`src/rtl/alu_sequencer.sv`:
```
// alu_sequencer: runs 8-bit ops as two nibble passes through an external 4-bit ALU (optional ALU_SEQ_ACC_EN adds in_acc).
module alu_sequencer (
  input  logic       clk,
  input  logic       rst,
  input  logic       in_valid,
  output logic       in_ready,
  input  logic [2:0] in_op,
  input  logic [7:0] in_a,
  input  logic [7:0] in_b,
`ifdef ALU_SEQ_ACC_EN
  input  logic       in_acc,
`endif
  output logic [3:0] alu_a,
  output logic [3:0] alu_b,
  output logic       alu_a_inv,
  output logic       alu_b_inv,
  output logic       alu_c_in,
  output logic [1:0] alu_op,
  input  logic [3:0] alu_result,
  input  logic       alu_n,
  input  logic       alu_c,
  input  logic       alu_v,
  input  logic       alu_z,
  output logic       out_valid,
  input  logic       out_ready,
  output logic [7:0] result,
  output logic       flag_n,
  output logic       flag_c,
  output logic       flag_v,
  output logic       flag_z
);
  typedef enum logic [1:0] {IDLE, LO, HI, DONE} state_t;
  state_t state_q, state_d;
  logic [2:0] op_q;
  logic [7:0] a_q, b_q, result_q, opa, sum;
  logic [3:0] lo_q, an, bn;
  logic lc_q, n_q, c_q, v_q, z_q;
  logic busy, hi, arith, sub, nota;
  always_ff @(posedge clk) state_q <= rst ? IDLE : state_d;
  always_comb begin
    state_d = state_q == IDLE ? (in_valid ? LO : IDLE) :
              state_q == LO   ? HI :
              state_q == HI   ? DONE :
              (out_ready ? IDLE : DONE);
  end
  always_comb begin
    in_ready  = state_q == IDLE;
    out_valid = state_q == DONE;
    busy      = state_q == LO || state_q == HI;
    hi        = state_q == HI;
    arith     = ~op_q[2];
    sub       = op_q[2:1] == 2'b01;
    nota      = op_q == 3'b111;
    an        = hi ? a_q[7:4] : a_q[3:0];
    bn        = hi ? b_q[7:4] : b_q[3:0];
    alu_a     = busy ? an : 4'h0;
    alu_b     = (busy && !nota) ? (sub ? ~bn : bn) : 4'h0;
    alu_a_inv = busy && nota;
    alu_b_inv = 1'b0;
    alu_op    = !busy ? 2'b00 : arith ? 2'b11 : nota ? 2'b01 : op_q[1:0];
    // low pass: ADD 0, ADC stored carry, SUB/CMP 1 (two's complement), logic 0
    alu_c_in  = busy && (hi ? lc_q : arith && (op_q[1] || (op_q[0] && c_q)));
    sum       = {alu_result, lo_q};
`ifdef ALU_SEQ_ACC_EN
    opa       = in_acc ? result_q : in_a;
`else
    opa       = in_a;
`endif
  end
  always_ff @(posedge clk) begin
    if (in_ready && in_valid) begin
      op_q <= in_op;
      a_q  <= opa;
      b_q  <= in_b;
    end
    if (state_q == LO) begin
      lo_q <= alu_result;
      lc_q <= alu_c;
    end
    if (rst) begin
      result_q <= 8'h00;
      {n_q, c_q, v_q, z_q} <= 4'b0000;
    end else if (hi) begin
      if (op_q != 3'b011) result_q <= sum;
      n_q <= sum[7];
      z_q <= sum == 8'h00;
      c_q <= arith && alu_c;
      v_q <= arith && alu_v;
    end
  end
  assign result = result_q;
  assign flag_n = n_q;
  assign flag_c = c_q;
  assign flag_v = v_q;
  assign flag_z = z_q;
endmodule

```
`config.mk`:
```
export PLATFORM = sky130hd
export DESIGN_NAME = alu_sequencer
export DESIGN_NICKNAME = d
export VERILOG_FILES = /design/src/rtl/alu_sequencer.sv
export SDC_FILE = /design/constraint.sdc
export NUM_CORES = 1
export LEC_CHECK = 0
export CAP_MARGIN = 20
export CORE_MARGIN = 2
export CORE_UTILIZATION = 44
export DETAILED_ROUTE_END_ITERATION = 12
export GPL_ROUTABILITY_DRIVEN = 0
export HOLD_SLACK_MARGIN = 0.12
export PLACE_DENSITY = 0.86
export REMOVE_ABC_BUFFERS = 1
export SETUP_SLACK_MARGIN = 0.05
export SKIP_CTS_REPAIR_TIMING = 1
export SYNTH_ARGS = -nofsm -noshare
export SYNTH_HDL_FRONTEND = slang
export SYNTH_SLANG_ARGS = --single-unit
```
`constraint.sdc`:
```
create_clock -name clk -period 2.04 [get_ports clk]
set_input_delay 0.612 -clock clk [delete_from_list [all_inputs] [get_ports clk]]
set_output_delay 0.612 -clock clk [all_outputs]
set_load 0.1 [all_outputs]
```
* After elaboration in Yosys (flattened, before gate mapping)
Index checks and enable logic that the tools add are counted.
** Storage, ports and cells
- Word-level logic and storage cells :: 47
- Register bits :: 38
- Input port bits :: 31
** Cells by class
- Multiplexer cells :: 14
- Reductions and logical operators :: 14
- Equal/unequal tests :: 6
- Bitwise operators :: 2
** Operators with widths (number)
- two-way mux 4 bit :: 5
- two-way mux 2 bit :: 7
- logical AND 1 bit :: 8
- zero test 8 bit :: 1
- equality test 2 x 1 -> 1 bit, second input constant :: 2
- equality test 2 bit, second input constant :: 2
- NOT 4 bit :: 1
- equality test 3 bit, second input constant :: 1
- != test 3 x 2 -> 1 bit, second input constant :: 1
- zero test 2 bit :: 1
- logical OR 1 bit :: 2
- two-way mux 1 bit :: 2
- AND reduction 2 bit :: 1
- zero test 1 bit :: 1
- NOT 1 bit :: 1

* Longest topological paths before layout
- Word-level depth :: 5
- Gate-level depth with buffers :: 6
- Gate-level depth less buffers :: 5

* Worst setup path after synthesis
Ideal clock, no wire load.
- Path type :: register to output
- Start point :: reg c_q (netlist: flag_c)
- End point :: out alu_c_in
- Data required time :: 1.428 ns
- Slack :: -1.446 ns
- Cell stages (with the launch flop) :: 4
- Buffers on the path :: 0
- Arrival :: 2.874 ns
- Cells stage by stage :: dfxtp_1 > a21oi_1 > or3_1 > a21oi_1
** Between the ends
- Cells in the longest elaborated chain, start to end :: 5
** Ends and longest elaborated chain
- start, declared :: line 37 : logic lc_q, n_q, c_q, v_q, z_q;
- start signal, assigned :: line 87 : c_q <= arith && alu_c;
- logical AND 1 bit :: line 62 : alu_c_in = busy && (hi ? lc_q : arith && (op_q[1] || (op_q[0] && c_q)));
- logical OR 1 bit :: line 62
- logical AND 1 bit :: line 62
- two-way mux 1 bit :: line 62
- logical AND 1 bit :: line 62
- end, declared :: line 17 : output logic alu_c_in,
Every way passes these cells.

* Worst setup path in the final report
- Start point :: reg state_q[0]
- End point :: out alu_c_in
** Between the ends
- Cells in the longest elaborated chain, start to end :: 3
** Ends and longest elaborated chain
- start, declared :: line 33 : state_t state_q, state_d;
- start signal, assigned :: line 39 : always_ff @(posedge clk) state_q <= rst ? IDLE : state_d;
- equality test 2 bit or equality test 2 x 1 -> 1 bit (tied branches) :: line 49, 50
- two-way mux 1 bit or logical OR 1 bit (tied branches) :: line 62, 49
- logical AND 1 bit * :: line 62
Mark *: on every way between the ends. The rest lies on a longest branch, timed or not.

==> reports/metrics.yaml <==
power:
  sequentialPowerShare: 0.370
  power_density_nw_per_um2: 872
  p_switching_uw: 791
  leakage_uw: 0.00102
  p_comb_frac: 0.324
  vdd_drop_max_mv: 0.953
  internal-power_uw: 1660
  swShare: 0.323
  p_total_uw: 2450
  p_clk_frac: 0.306
placement:
  dpl.cell_count: 236
  port_buffers: 54
  post-dp-hpwl_mm: 2.74
setup_path:
  r2r_setup_slack_ns: 0.63
  critPathKind: "register to primary output"
  r2r_start: "state_q[1]"
  startpoint: "state_q[0]"
  crit_fanout: 8
  cp.required_ns: 1.43
  rr_endpoint: "result[0]"
  startpoint_type: "register"
  reg2reg_depth: 4
  cp_data_arrival_time_ns: 1.70
  end_kind: "primary output"
  crit_path_end: "alu_c_in"
route:
  wirelength_mm: 4.09
  dr.pass1.iters: 4
  drt_iter0_drc: 50
  dr_total_vias: 1225
  wl_per_cell_um: 16.6
  ant_nets: 0
  viasPerCell: 4.96
  drc: 0
synth:
  yosys-top-cells-area: "edfxtp_1, dfxtp_1, mux2i_1"
  synth_mux_area_frac: 0.104
  synth_compound_gate_area_share: 0.0338
  synth_warnings: 0
  ys_seq_area_frac: 0.614
  post_synth_xor_area_fraction: 0.0215
  synthAdderAreaFrac: 0.0384
  ys_types: 21
  synthesis.area_sq_um: 1630
  avgSynthCellArea_sq_um: 12.3
  synthCells: 132
  synth_top_area_frac: 0.442
  synth_top_family_by_area: "simple AND/OR/NAND/NOR gates"
  yosysTopAreaCell: "edfxtp_1"
  ys_seq_elements: 38
  synthSimpleGateAreaFrac: 0.150
cts:
  clock_latency_ns: 0.30
  cts_max_path_buffers: 2
  cts_max_level: 2
  cts_made_buffers: 5
  cts_root_buf: "clkbuf_8"
  cts.sinks: 38
  tritoncts: "built"
  clkTransAtPathRegs_ns: 0.07
final_layout:
  num_antenna_cells: 0
  most-common-layout-cells: "clkdlybuf4s50_1, buf_12, edfxtp_1, nand2b_1, mux2i_1"
  drive_gt1_frac: 0.327
  layoutNonFillerInstCount: 247
  area_growth_pct: 72.4
  final_common_cell: "clkdlybuf4s50_1"
  layout.nets: 234
sta:
  period_share: 1.13
  slew_violations: 0
  finalHoldViolations: 0
  postLayoutSetupSlackWorst_ns: -0.271
  finalCriticalPeriod_ns: 2.31
  clock.fmax_mhz: 433
  fin_skew_ns: 0.0130
  timing.hold.ws_ns: 0.522
  grt_setup_unrepaired: "true"
  finalSetupViolCount: 12
floorplanning:
  die-area_sq_um: 4200
  core-area_sq_um: 3610
  core.rowCount: 22
  start_util: 0.452
  die_w_um: 64.8
  io_pins: 58
  die_y_um: 64.8
grt:
  grt_pass1_vias: 1202
  grt.total_usage: 0.175
  grt_max_degree: 23
  antenna_found_initial: 0
  grt_overflow: 0
  grt_pass1_wl_mm: 5.35
job:
  max_cap_violations: 0
min_path:
  hp-class: "register to register"
status:
  status: "complete, but fails checks"
  violations: "setup timing"
==> final cells by class <==
cell class | instances | area [sq um]
Tap cell | 48 | 60.1
Fill cell | 200 | 797
Clock inverter | 1 | 30.0
Sequential cell | 38 | 1010
Multi-Input combinational cell | 84 | 687
Clock buffer | 7 | 108
Inverter | 4 | 18.8
Timing Repair Buffer | 65 | 900
==> per-stage QoR <==
| step | setup TNS, ns | utilization | area (sq um) | worst slack, ns |
|---|---|---|---|---|
| final | -2.78 | 0.779 | 2810 | -0.271 |
| after CTS | -4.09 | 0.734 | 2650 | -0.416 |
| after global routing | -3.69 | 0.779 | 2810 | -0.355 |
| after global placement | 0 | 0.695 | 2510 | 0.00901 |
| after detailed placement | -0.280 | 0.695 | 2510 | -0.0845 |
| after floorplan | -15.26 | - | 1590 | -1.45 |
==> kinds of logic after synthesis <==
kind of cell,count (synthesis)
xor gates and xnor gates,4
adders and majority gates,5
other,1
and+or+nand+nor,47
muxes,17
DFF,38
buffers and inverters,10
AOI/OAI and AO/OA,10
==> power groups by stage <==
stage                     Clock (uW)  Sequential (uW)  Combinational [uW]
after global placement             0              914                 691
after floorplan                    0              968                 361
after CTS                        748              903                 705
after detailed placement           0              920                 704
after global routing             794              912                 820
final                            749              907                 793
==> routing by layer <==
layer | global-route usage | wire, um | share of wire
met1 | 0.183 | 1530 | 0.37
met2 | 0.289 | 2180 | 0.53
met3 | 0.0660 | 238 | 0.058
met4 | 0.122 | 142 | 0.035
met5 | 0 | 0 | 0
==> synthesized netlist by cell type (all sizes together) <==
| master | count |
|---|---|
| edfxtp | 24 |
| nand2b | 19 |
| mux2i | 17 |
| nor2 | 15 |
| dfxtp | 14 |
| a21oi | 8 |
| ha | 5 |
| buf | 4 |
| inv | 4 |
| nand2 | 4 |
| xnor2 | 4 |
| nor2b | 3 |
| clkbuf | 2 |
| nand3 | 2 |
| nor4 | 2 |
| o21a | 2 |
| and2 | 1 |
| conb | 1 |
| or3 | 1 |
==> sequential cells by signal (all words and copies together), names as in the netlist <==
register and cells:
result 8, b_q 8, flag_c 1, flag_n 1
lc_q 1, flag_v 1, op_q 3, a_q 8
lo_q 4, state_q 2, flag_z 1
==> worst max-delay path, cell delays in order (launching register included) <==
cell,delay (ns)
dfxtp_2,0.34
inv_2,0.05
buf_4,0.14
ha_4,0.28
clkinvlp_4,0.09
buf_12,0.16
a21oi_4,0.15
buf_12,0.19
==> how the worst min path moves through the flow <==
stage | slack, ns | to | cells after the start | startpoint
after global routing | 0.54 | result[3] | 2 | result[3]
after detailed placement | 0.51 | result[1] | 2 | result[1]
after global placement | 0.50 | result[6] | 2 | result[6]
final | 0.52 | result[6] | 2 | result[6]
after floorplan | 0.52 | result[1] | 2 | lo_q[1]
after CTS | 0.52 | result[1] | 2 | result[1]
Power figures use the tool's default switching activity.
